**src/rtl/memshare_rqst_sched_pkg.sv**
```systemverilog
// Shared configuration and types for the message-pass buffer read scheduler.
// Optional perf counters are enabled with MEMSHARE_SCHED_PERF_CNT_EN.
package memshare_rqst_sched_pkg;

    localparam int unsigned MSGPASS_BASEADDR_NUM       = 4;
    localparam int unsigned MSGPASS_SCHED_RQST_NUM     = 4;
    localparam int unsigned MSGPASS_SCHED_OFFSET_WIDTH = 5;
    localparam int unsigned MSGPASS_SCHED_BURST_MAX    = 8;

    localparam int unsigned MSGPASS_SCHED_SEL_W = $clog2(MSGPASS_BASEADDR_NUM);
    localparam int unsigned MSGPASS_SCHED_LEN_W = $clog2(MSGPASS_SCHED_BURST_MAX);
    localparam int unsigned MSGPASS_SCHED_TAG_W = $clog2(MSGPASS_SCHED_RQST_NUM);

    typedef enum logic [0:0] {SCHED_IDLE, SCHED_BURST} sched_state_e;

    // One requester's read descriptor at the default configuration.
    typedef struct packed {
        logic [MSGPASS_SCHED_SEL_W-1:0]        sel;
        logic [MSGPASS_SCHED_OFFSET_WIDTH-1:0] offset;
        logic [MSGPASS_SCHED_LEN_W-1:0]        len;
    } sched_rqst_t;

endpackage

```
**src/rtl/memshare_rr_arbiter.sv**
```systemverilog
// Combinational round-robin arbiter: first valid at or above ptr, cyclically.
// Shared by the memShare read and write paths.
module memshare_rr_arbiter #(
    parameter int unsigned N     = 4,
    parameter int unsigned IDX_W = $clog2(N)
) (
    input  logic [N-1:0]     valid,
    input  logic [IDX_W-1:0] ptr,
    output logic [N-1:0]     grant_c,
    output logic [IDX_W-1:0] idx_c,
    output logic             found_c
);

    logic [IDX_W-1:0] cand;

    // Scan from the farthest candidate down so the nearest one to ptr wins.
    always_comb begin
        grant_c = '0;
        idx_c   = '0;
        found_c = 1'b0;
        cand    = '0;
        for (int i = int'(N) - 1; i >= 0; i--) begin
            cand = ptr + IDX_W'(i);
            if (valid[cand]) begin
                found_c = 1'b1;
                idx_c   = cand;
                grant_c = N'(1) << cand;
            end
        end
    end

endmodule

```
**src/rtl/memshare_rqst_sched.sv**
```systemverilog
// Round-robin scheduler sharing the message-pass buffer read path among memShare requesters.
// Define MEMSHARE_SCHED_PERF_CNT_EN to enable the grant/busy perf counters.
module memshare_rqst_sched
    import memshare_rqst_sched_pkg::*;
#(
    parameter int unsigned RQST_NUM     = MSGPASS_SCHED_RQST_NUM,
    parameter int unsigned BASE_NUM     = MSGPASS_BASEADDR_NUM,
    parameter int unsigned OFFSET_WIDTH = MSGPASS_SCHED_OFFSET_WIDTH,
    parameter int unsigned BURST_MAX    = MSGPASS_SCHED_BURST_MAX
) (
    input  logic                                  sys_clk,
    input  logic                                  rst,
    input  logic [RQST_NUM-1:0]                   rqst_valid_i,
    input  logic [RQST_NUM*$clog2(BASE_NUM)-1:0]  rqst_base_sel_i,
    input  logic [RQST_NUM*OFFSET_WIDTH-1:0]      rqst_offset_i,
    input  logic [RQST_NUM*$clog2(BURST_MAX)-1:0] rqst_len_i,
    output logic [RQST_NUM-1:0]                   rqst_ack_o,
    output logic [RQST_NUM-1:0]                   rqst_done_o,
    output logic [$clog2(BASE_NUM)-1:0]           baseAddr_sel_o,
    output logic                                  rd_valid_o,
    output logic [OFFSET_WIDTH-1:0]               rd_offset_o,
    output logic [$clog2(RQST_NUM)-1:0]           rd_tag_o,
    output logic                                  rd_last_o,
    output logic                                  busy_o,
    output logic [RQST_NUM*16-1:0]                perf_grant_cnt_o,
    output logic [31:0]                           perf_busy_cnt_o
);

    localparam int unsigned SEL_W = $clog2(BASE_NUM);
    localparam int unsigned LEN_W = $clog2(BURST_MAX);
    localparam int unsigned TAG_W = $clog2(RQST_NUM);

    sched_state_e       state;
    logic [TAG_W-1:0]   rr_ptr;
    logic [TAG_W-1:0]   owner;
    logic [SEL_W-1:0]   sel_q;
    logic [OFFSET_WIDTH-1:0] offset_q;
    logic [LEN_W-1:0]   len_q;
    logic [LEN_W-1:0]   beat_cnt;

    logic [RQST_NUM-1:0] arb_grant;
    logic [TAG_W-1:0]    arb_idx;
    logic                arb_found;
    logic                last_beat_c;

    memshare_rr_arbiter #(
        .N     (RQST_NUM),
        .IDX_W (TAG_W)
    ) u_arb (
        .valid   (rqst_valid_i),
        .ptr     (rr_ptr),
        .grant_c (arb_grant),
        .idx_c   (arb_idx),
        .found_c (arb_found)
    );

    assign last_beat_c    = (state == SCHED_BURST) && (beat_cnt == len_q);
    assign rqst_ack_o     = (state == SCHED_IDLE && arb_found) ? arb_grant : '0;
    assign rqst_done_o    = last_beat_c ? (RQST_NUM'(1) << owner) : '0;
    assign busy_o         = (state == SCHED_BURST);
    assign baseAddr_sel_o = sel_q;

    // Grant/sequence FSM; rd_* is the one-cycle pipeline matching the rebase stage.
    always_ff @(posedge sys_clk) begin
        if (rst) begin
            state       <= SCHED_IDLE;
            rr_ptr      <= '0;
            owner       <= '0;
            sel_q       <= '0;
            offset_q    <= '0;
            len_q       <= '0;
            beat_cnt    <= '0;
            rd_valid_o  <= 1'b0;
            rd_offset_o <= '0;
            rd_tag_o    <= '0;
            rd_last_o   <= 1'b0;
        end else begin
            rd_valid_o  <= 1'b0;
            rd_offset_o <= '0;
            rd_tag_o    <= '0;
            rd_last_o   <= 1'b0;
            case (state)
                SCHED_IDLE: begin
                    if (arb_found) begin
                        owner    <= arb_idx;
                        sel_q    <= rqst_base_sel_i[32'(arb_idx)*SEL_W +: SEL_W];
                        offset_q <= rqst_offset_i[32'(arb_idx)*OFFSET_WIDTH +: OFFSET_WIDTH];
                        len_q    <= rqst_len_i[32'(arb_idx)*LEN_W +: LEN_W];
                        beat_cnt <= '0;
                        state    <= SCHED_BURST;
                    end
                end
                SCHED_BURST: begin
                    rd_valid_o  <= 1'b1;
                    rd_offset_o <= offset_q + OFFSET_WIDTH'(beat_cnt);
                    rd_tag_o    <= owner;
                    rd_last_o   <= last_beat_c;
                    if (last_beat_c) begin
                        rr_ptr   <= owner + TAG_W'(1);
                        beat_cnt <= '0;
                        state    <= SCHED_IDLE;
                    end else begin
                        beat_cnt <= beat_cnt + LEN_W'(1);
                    end
                end
                default: state <= SCHED_IDLE;
            endcase
        end
    end

`ifdef MEMSHARE_SCHED_PERF_CNT_EN
    logic [15:0] grant_cnt [RQST_NUM];
    logic [31:0] busy_cnt;

    // Saturating per-requester grant counts and a wrapping busy-cycle count.
    always_ff @(posedge sys_clk) begin
        if (rst) begin
            for (int i = 0; i < int'(RQST_NUM); i++) grant_cnt[i] <= '0;
            busy_cnt <= '0;
        end else begin
            for (int i = 0; i < int'(RQST_NUM); i++) begin
                if (rqst_ack_o[i] && grant_cnt[i] != 16'hFFFF) grant_cnt[i] <= grant_cnt[i] + 16'(1);
            end
            if (busy_o) busy_cnt <= busy_cnt + 32'(1);
        end
    end

    always_comb begin
        perf_grant_cnt_o = '0;
        for (int i = 0; i < int'(RQST_NUM); i++) perf_grant_cnt_o[i*16 +: 16] = grant_cnt[i];
    end
    assign perf_busy_cnt_o = busy_cnt;
`else
    assign perf_grant_cnt_o = '0;
    assign perf_busy_cnt_o  = '0;
`endif

endmodule

```
**config.mk**
```make
export PLATFORM = sky130hd
export DESIGN_NAME = memshare_rqst_sched
export DESIGN_NICKNAME = d
export VERILOG_FILES = /design/src/rtl/memshare_rqst_sched_pkg.sv /design/src/rtl/memshare_rr_arbiter.sv /design/src/rtl/memshare_rqst_sched.sv
export SDC_FILE = /design/constraint.sdc
export NUM_CORES = 1
export LEC_CHECK = 0
export CORE_ASPECT_RATIO = 0.75
export CORE_MARGIN = 5
export CORE_UTILIZATION = 35
export DETAILED_ROUTE_END_ITERATION = 16
export GPL_TIMING_DRIVEN = 0
export PLACE_DENSITY = 0.81
export SLEW_MARGIN = 20
export SYNTH_ARGS = -nofsm -noshare
export SYNTH_HDL_FRONTEND = slang
export SYNTH_SLANG_ARGS = --single-unit
```
**constraint.sdc**
```tcl
create_clock -name sys_clk -period 3.1 [get_ports sys_clk]
set_clock_uncertainty 0.1 [all_clocks]
set_input_delay 0.31 -clock sys_clk [delete_from_list [all_inputs] [get_ports sys_clk]]
set_output_delay 0.31 -clock sys_clk [all_outputs]
set_load 0.05 [all_outputs]
```
==> flow_metrics.tcl, run 1 <==
set metrics [dict create \
    initial_core_util_pct 35.9 \
    end_kind "output pin" \
    drt_iter0_markers 77 \
    pwr-share-comb_pct 77.9 \
    switching_power_w 0.00183 \
    layout_commonest_cell "buf_4" \
    ys_ff_latch 27 \
    synth.avg_cell_area_um2 9.20 \
    core_area_mm2 0.00792 \
    period_share_pct 97.7 \
    synth_area_leader_cell "buf_4" \
    pin_count 162 \
    syn_to_final_growth_pct 50.5 \
    grt_max_degree 17 \
    h-tree-depth 1 \
    final_cell_mix "buf_4, conb_1, clkdlybuf4s50_1" \
    p_leak_nw 2.08 \
    grt_pass1_wl_mm 10.5 \
    grt_use_met2_pct 22.5 \
    hp-class "flip-flop to flip-flop" \
    internal_power_w 0.00171 \
    hold_buffers 0 \
    clkLatencyLatePin_ns 0.28 \
    cts_tree "done" \
    regToRegSetupSlack_ns 0.14 \
    cap_violations 0 \
    multi_input_area_mm2 0.00187 \
    root_buffer "clkbuf_8" \
    n_antenna_cell 0 \
    fin_crit_ns 3.03 \
    worstSetupPathType "flip-flop to output pin" \
    synth-xor-area-share_pct 1.85 \
    cp.required_ns 2.69 \
    fin_nets 555 \
    overflow 0 \
    clk_pin_slew_ns 0.10 \
    grt_pass1_vias 2181 \
    gp_congestion 0.784 \
    syn-cell-area_mm2 0.00284 \
    drt_wl_total_mm 7.25 \
    cts_buffers 3 \
    power_frac_clock_pct 5.8 \
    nFillCells 723 \
    drive_above_1_share_pct 34.4 \
    hpwl_mm 6.08 \
    seq_area_um2 548 \
    antenna_found_initial 0 \
    slew_violations 0 \
    power_density_mw_per_mm2 828 \
    die_x_um 114 \
    rows 28 \
    yosysSeqAreaShare_pct 19.0 \
    post_drt_wl_per_cell_um 12.2 \
    route.detailed.drc 0 \
    synth_top_area_share_pct 25.9 \
    start_kind "flip-flop" \
    via_per_inst 4.08 \
    synth_top_family_by_area "buffers and inverters" \
    yosys.area_share.simple_pct 9.60 \
    synth-edff-count 0 \
    slew_headroom_pct 61.4 \
    grtUsageMet3_pct 2.62 \
    synth_cells 309 \
    setup_viol 0 \
    vias 2432 \
    drt-pass1-iter-count 4 \
    die_y_um 88.0 \
    yosysWarnings 0 \
    ys.flop_type "dfxtp_1" \
    grt_use_total_pct 12.8 \
    use_met1_pct 16.7 \
    tightest_slew_ns 0.565 \
    synthMuxAreaShare_pct 7.13 \
    setup_tns_ns 0 \
    final_antenna_net_count 0 \
    clkSinkCount 27 \
    arrival_ns 2.62 \
    swShare_pct 51.6 \
    port_buffers 65 \
    fmax_mhz 330 \
    status "complete, no violations" \
    synth-async-reset-ratio_pct 0 \
    finalHoldViolCount 0 \
    vdd_drop_max_mv 0.317 \
    synth_compound_area_share_pct 24.0 \
    yosysUniqueCellTypes 51 \
    dieArea_mm2 0.0100 \
    synthTopCellsByArea "buf_4, dfxtp_1, ha_1, a211oi_1, mux2i_1" \
    clk_path_buf_depth 2 \
    seqPwrFrac_pct 16.3 \
    synth_fa_ha_area_share_pct 7.75 \
    crit_path_max_fanout 7 \
    p_total_w 0.00354 \
    grt-busiest-layer "met2" \
]
-- final timing paths --
| kind | to | depth (start not counted) | start |
|---|---|---|---|
| min | baseAddr_sel_o[0]$_SDFFE_PP0P_ | 2 | baseAddr_sel_o[0]$_SDFFE_PP0P_ |
| max reg2reg | len_q[0]$_SDFFE_PP0P_ | 11 | rr_ptr[0]$_SDFFE_PP0P_ |
| max | rqst_ack_o[0] | 9 | rr_ptr[0]$_SDFFE_PP0P_ |
| min reg2reg | baseAddr_sel_o[0]$_SDFFE_PP0P_ | 2 | baseAddr_sel_o[0]$_SDFFE_PP0P_ |
-- power by group through the flow --
stage	clock (W)	combinational, W	sequential, W
finish	0.000204	0.00276	0.000577
global route	0.000218	0.00293	0.000587
CTS	0.000209	0.00266	0.000588
detailed placement	0	0.00247	0.000581
global placement	0	0.00241	0.000574
floorplan	0	0.00185	0.000676
-- metrics by stage --
| stage | instance area, um2 | utilization, % | setup slack (ns) | hold WS (ns) | std cells |
|---|---|---|---|---|---|
| detailed placement | 4030 | 50.9 | -0.916 | 0.415 | 574 |
| global placement | 4030 | 50.9 | -0.866 | 0.394 | 574 |
| finish | 4280 | 54.0 | 0.0724 | 0.425 | 596 |
| floorplan | 3250 | - | 0.0112 | 0.365 | 404 |
| global route | 4280 | 54.0 | -0.00602 | 0.442 | 596 |
| CTS | 4230 | 53.4 | 0.0212 | 0.428 | 589 |
-- synthesized netlist by cell type, types with 5 or more instances --
cell type  number
nand2_1         8
a21boi_0        6
nand3b_1        5
and2_1          8
inv_1          11
ha_1           16
mux2i_1         9
dfxtp_1        27
o211a_1         8
nor2_1         14
a21oi_1         7
xnor2_1         5
buf_4          98
a211oi_1       13
a211oi_2        6
o21bai_1        6
a2111oi_2       5
-- flip-flops by register name, summed over array words and instances, names as in the netlist --
| register | flops |
|---|---|
| busy_o | 1 |
| owner | 2 |
| len_q | 3 |
| rr_ptr | 2 |
| rd_valid_o | 1 |
| offset_q | 5 |
| rd_offset_o | 5 |
| baseAddr_sel_o | 2 |
| beat_cnt | 3 |
| rd_tag_o | 2 |
| rd_last_o | 1 |
-- cell families after synthesis --
| logic type | count (synthesis) |
|---|---|
| buf+inv | 120 |
| mux | 15 |
| other cells | 1 |
| xor+xnor | 6 |
| simple gates | 48 |
| flops | 27 |
| compound gates | 75 |
| fa+ha+maj | 17 |
-- timing repair --
action                                  4_1_cts  5_1_grt
buffers inserted                             12        8
hold endpoints to repair                      0        0
gates resized for setup                      44        2
endpoints found under the setup margin       16       10
pin swaps                                     3        4
-- routing by layer --
layer | routed length [um] | vias up
li1 | - | 1261
met3 | 532 | 3
met4 | 16 | 0
met1 | 3040 | 1081
met2 | 3660 | 87
met5 | 0 | -
-- worst max-delay path, stage by stage (launching register included) --
cell and delay, ns:
dfxtp_4 0.38, buf_8 0.10, clkinvlp_4 0.10, ha_4 0.28
mux4_2 0.53, buf_6 0.16, buf_4 0.14, a211o_1 0.32
a21oi_4 0.15, buf_6 0.17
-- cell type report --
cell class | count | area share [%]
clock inverters | 1 | 0.176
well taps | 105 | 3.07
clock buffers | 3 | 0.965
inverters | 12 | 1.23
flip-flops and latches | 27 | 12.8
plain buffers | 106 | 19.1
repair buffers | 85 | 18.8
multi-input cells | 257 | 43.8
(Power assumes the default switching activity.)
==> run 2: changes to the inputs <==
--- a/config.mk
+++ b/config.mk
@@ -7,10 +7,12 @@
 export LEC_CHECK = 0
 export CORE_ASPECT_RATIO = 0.75
 export CORE_MARGIN = 5
-export CORE_UTILIZATION = 35
+export CORE_UTILIZATION = 30
+export CTS_CLUSTER_SIZE = 14
 export DETAILED_ROUTE_END_ITERATION = 16
+export GPL_ROUTABILITY_DRIVEN = 0
 export GPL_TIMING_DRIVEN = 0
-export PLACE_DENSITY = 0.81
+export PLACE_DENSITY = 0.71
 export SLEW_MARGIN = 20
 export SYNTH_ARGS = -nofsm -noshare
 export SYNTH_HDL_FRONTEND = slang
==> flow_metrics.tcl, run 2 (same netlist as run 1, synthesis figures left out) <==
set metrics [dict create \
    via_per_inst 3.84 \
    rr_endpoint "offset_q[0]$_SDFFE_PP0P_" \
    slew_violations 0 \
    status "complete, no violations" \
    fin_nets 550 \
    grt_max_degree 17 \
    hpwl_mm 6.11 \
    dp.cells 597 \
    setup_viol 0 \
    worstSetupPathType "flip-flop to output pin" \
    post_drt_wl_per_cell_um 11.9 \
    drt-pass1-iter-count 4 \
    top_layer "met4" \
    drive_above_1_share_pct 33.3 \
    rsz0062_at_grt "false" \
    antenna_found_initial 0 \
    vdd_drop_max_mv 0.309 \
    p_leak_nw 2.08 \
    rows 30 \
    port_buffers 65 \
    hp-class "flip-flop to flip-flop" \
    finalHoldViolCount 0 \
    clk_path_buf_depth 2 \
    reg_top3 "offset_q (5), rd_offset_o (5)" \
    reg2reg_from "rr_ptr[0]$_SDFFE_PP0P_" \
    initial_core_util_pct 31.0 \
    power_density_mw_per_mm2 836 \
    hold_buffers 0 \
    tightest_slew_ns 0.539 \
    grt_pass1_wl_mm 11.3 \
    setup_tns_ns 0 \
    drt_iter0_markers 105 \
    finalNonFillerCells 614 \
    n_antenna_cell 0 \
    fmax_mhz 334 \
    regToRegSetupSlack_ns 0.18 \
    crit_path_max_fanout 8 \
    pin_count 162 \
    p_total_w 0.00362 \
    h-tree-depth 1 \
    cap_violations 0 \
    drt_wl_total_mm 7.33 \
    arrival_ns 2.58 \
    fin_hold_ws_ns 0.408 \
    slew_headroom_pct 63.9 \
    min_path_cells 2 \
    start_kind "flip-flop" \
    final_cell_mix "buf_4, conb_1, clkdlybuf4s50_1" \
    cp.required_ns 2.69 \
    wl_met2_mm 3.59 \
    die_x_um 122 \
    route.detailed.drc 0 \
    syn_to_final_growth_pct 52.4 \
    fin_crit_ns 2.99 \
    clk_pin_slew_ns 0.07 \
    period_share_pct 96.4 \
    vias 2357 \
    final_antenna_net_count 0 \
    core_area_mm2 0.00916 \
    clkLatencyLatePin_ns 0.26 \
    r2r_cells 11 \
    wl_met1_mm 3.22 \
    multi_input_area_mm2 0.00188 \
    seq_area_um2 548 \
    root_buffer "clkbuf_16" \
    end_kind "output pin" \
    min_to "baseAddr_sel_o[0]$_SDFFE_PP0P_" \
    cts_tree "done" \
    grt_use_total_pct 12.0 \
    dieArea_mm2 0.0115 \
    setup_slack_ns 0.110 \
    hold_start "baseAddr_sel_o[0]$_SDFFE_PP0P_" \
    die_y_um 94.3 \
    dr_wl_met3_um 490 \
    overflow 0 \
    grt_pass1_vias 2208 \
    layout_commonest_cell "buf_4" \
    clkSinkCount 27 \
    pre_cts_ws_ns -0.907 \
    cts_buffers 3 \
    nFillCells 914 \
]
==> run 2: critical path: stages, from the launching register on <==
cell and delay (ns):
dfxtp_4 0.39, buf_8 0.11, clkinvlp_4 0.09, ha_4 0.29, mux4_2 0.52, buf_6 0.15, buf_12 0.12, a211o_1 0.33
a21oi_4 0.16, buf_6 0.17
==> run 2: power by group <==
group | switching (W) | internal (W)
logic | 0.00158 | 0.00116
registers | 0.000115 | 0.000468
clock network | 0.000123 | 0.000175
==> run 2: worst max path at each step <==
stage	start	to	slack [ns]
floorplan	rr_ptr[0]$_SDFFE_PP0P_	rqst_ack_o[0]	0.01
global placement	rr_ptr[0]$_SDFFE_PP0P_	rqst_ack_o[2]	-0.88
detailed placement	rr_ptr[0]$_SDFFE_PP0P_	rqst_ack_o[3]	-0.91
CTS	rr_ptr[1]$_SDFFE_PP0P_	rqst_ack_o[2]	0.02
global route	rr_ptr[0]$_SDFFE_PP0P_	offset_q[0]$_SDFFE_PP0P_	0.01
finish	rr_ptr[0]$_SDFFE_PP0P_	rqst_ack_o[3]	0.11
==> run 2: per-stage QoR <==
step | utilization (%) | area, um2
2_1_floorplan | - | 3250
3_3_place_gp | 44.4 | 4060
3_5_place_dp | 44.4 | 4060
4_1_cts | 47.0 | 4300
5_1_grt | 47.3 | 4330
6_report | 47.3 | 4330
==> run 2: area by class of cell <==
type	instances	share of cell area, %
clock inverters	1	0.173
repair buffers	79	17.9
plain buffers	107	19.3
clock buffers	3	1.73
multi-input cells	257	43.4
inverters	12	1.21
well taps	128	3.70
flip-flops and latches	27	12.7
==> run 2: timing repair <==
action                                 in CTS  in global routing
endpoints found under the hold margin       0                  0
resized for setup                          44                  1
pin swaps                                   3                  3
setup endpoints to repair                  16                 14
setup buffers                              11                  3
==> run 2: per-layer routing <==
metal / global-route usage, % / vias to the layer above
li1: - / 1250
met1: 16.4 / 1019
met2: 19.9 / 83
met3: 2.65 / 5
met4: 1.40 / 0
met5: 0 / -
==> run 3: changes to the inputs <==
--- a/config.mk
+++ b/config.mk
@@ -12,7 +12,7 @@
 export DETAILED_ROUTE_END_ITERATION = 16
 export GPL_ROUTABILITY_DRIVEN = 0
 export GPL_TIMING_DRIVEN = 0
-export PLACE_DENSITY = 0.71
+export PLACE_DENSITY = 0.69
 export SLEW_MARGIN = 20
 export SYNTH_ARGS = -nofsm -noshare
 export SYNTH_HDL_FRONTEND = slang
==> constraint.sdc (replaced) <==
create_clock -name sys_clk -period 2.78 [get_ports sys_clk]
set_clock_uncertainty 0.1 [all_clocks]
set_input_delay 0.278 -clock sys_clk [delete_from_list [all_inputs] [get_ports sys_clk]]
set_output_delay 0.278 -clock sys_clk [all_outputs]
set_load 0.05 [all_outputs]
==> flow_metrics.tcl, run 3 (same netlist as run 1, synthesis figures left out) <==
set metrics [dict create \
    status "complete, but fails checks" \
    failed_checks "negative setup slack" \
    n_antenna_cell 0 \
    clk_path_buf_depth 2 \
    power_density_mw_per_mm2 984 \
    p_leak_nw 2.24 \
    fin_crit_ns 2.86 \
    drt_wl_total_mm 7.79 \
    setup_viol 4 \
    internal_power_w 0.00228 \
    grt_pass1_wl_mm 11.5 \
    end_kind "output pin" \
    drt-pass1-iter-count 5 \
    slew_headroom_pct 63.9 \
    startpoint "rr_ptr[0]$_SDFFE_PP0P_" \
    setup_slack_ns -0.0779 \
    cts_buffers 3 \
    fin_nets 559 \
    rsz0062_at_grt "true" \
    grt_pass1_vias 2274 \
    cts_tree "done" \
    hp-class "flip-flop to flip-flop" \
    syn_to_final_growth_pct 61.2 \
    fmax_mhz 350 \
    fin_hold_ws_ns 0.423 \
    post_drt_wl_per_cell_um 12.5 \
    vdd_drop_max_mv 0.369 \
    root_buffer "clkbuf_16" \
    regToRegSetupSlack_ns 0.05 \
    core_area_mm2 0.00916 \
    period_share_pct 103 \
    pwr-share-comb_pct 78.6 \
    final_cell_mix "buf_4, conb_1, clkdlybuf4s50_1" \
    tightest_slew_ns 0.540 \
    grt_max_degree 17 \
    clk_pin_slew_ns 0.06 \
    cp.required_ns 2.40 \
    start_kind "flip-flop" \
    slew_violations 0 \
    seqPwrFrac_pct 14.1 \
    layout_commonest_cell "buf_4" \
    overflow 0 \
    cap_violations 0 \
    via_per_inst 3.94 \
    swShare_pct 49.4 \
    hpwl_mm 6.20 \
    vias 2455 \
    p_total_w 0.00451 \
    dieArea_mm2 0.0115 \
    drt_iter0_markers 114 \
    crit_path_max_fanout 5 \
    h-tree-depth 1 \
    setup_tns_ns -0.204 \
    die_x_um 122 \
    clkLatencyLatePin_ns 0.26 \
    arrival_ns 2.48 \
    port_buffers 65 \
    dp.cells 597 \
    initial_core_util_pct 31.0 \
    power_frac_clock_pct 7.3 \
    pin_count 162 \
    finalNonFillerCells 623 \
    hold_start "baseAddr_sel_o[0]$_SDFFE_PP0P_" \
    final_antenna_net_count 0 \
    drive_above_1_share_pct 37.0 \
    finalHoldViolCount 0 \
    worstSetupPathType "flip-flop to output pin" \
    switching_power_w 0.00223 \
    rows 30 \
    reg_top3 "offset_q (5), rd_offset_o (5)" \
    clkSinkCount 27 \
    antenna_found_initial 0 \
    route.detailed.drc 0 \
    reg2reg_from "rr_ptr[0]$_SDFFE_PP0P_" \
    grt_use_total_pct 12.2 \
    die_y_um 94.3 \
]
## run 3: power by group through the flow
stage | sequential [W] | clock (W) | combinational (W)
floorplan | 0.000757 | 0 | 0.00211
CTS | 0.000632 | 0.000341 | 0.00310
detailed placement | 0.000650 | 0 | 0.00281
finish | 0.000635 | 0.000331 | 0.00354
global route | 0.000650 | 0.000358 | 0.00378
global placement | 0.000644 | 0 | 0.00275
## run 3: layout make-up
class	instances	area [um2]
sequential	27	548
clock inverter	1	7.51
timing repair buffer	90	912
fill	850	4580
buffer	105	816
clock buffer	3	75.1
tap	128	160
multi-input combinational	257	2010
inverter	12	56.3
## run 3: timing repair
action | in CTS | in global routing
pin swaps | 5 | 13
endpoints found under the hold margin | 0 | 0
gates cloned | 0 | 2
setup buffers | 16 | 7
hold buffers | 0 | 0
endpoints found under the setup margin | 20 | 18
resized for setup | 43 | 26
## run 3: path summary, 6_finish.rpt
check / endpoint / depth (start not counted)
worst max-delay path: rqst_ack_o[1] / 10
worst min-delay path: baseAddr_sel_o[0]$_SDFFE_PP0P_ / 2
worst max register to register: len_q[1]$_SDFFE_PP0P_ / 12
worst min register to register: baseAddr_sel_o[0]$_SDFFE_PP0P_ / 2
## run 3: metrics by stage
step           util (%)  cell area [um2]  setup WS, ns
2_1_floorplan         -             3280      0.000265
3_3_place_gp       44.7             4090        -0.806
3_5_place_dp       44.7             4090        -0.857
4_1_cts            47.5             4350        -0.117
5_1_grt            50.0             4580        -0.145
6_report           50.0             4580       -0.0779
## run 3: worst max-delay path: stages (launching register included)
cell and delay, ns:
dfxtp_4 0.37, buf_8 0.12, inv_8 0.03, ha_4 0.23, buf_4 0.15, mux4_2 0.26
nor2b_4 0.29, a221oi_1 0.12, a211o_1 0.32, a21oi_4 0.15, buf_6 0.17
## run 3: metal layers
layer,vias up,part of all wire (%),global-route usage (%)
met1,1090,43,16.9
li1,1268,-,-
met2,90,49,20.1
met4,0,0.71,0.839
met5,-,0,0
met3,7,7.4,2.83
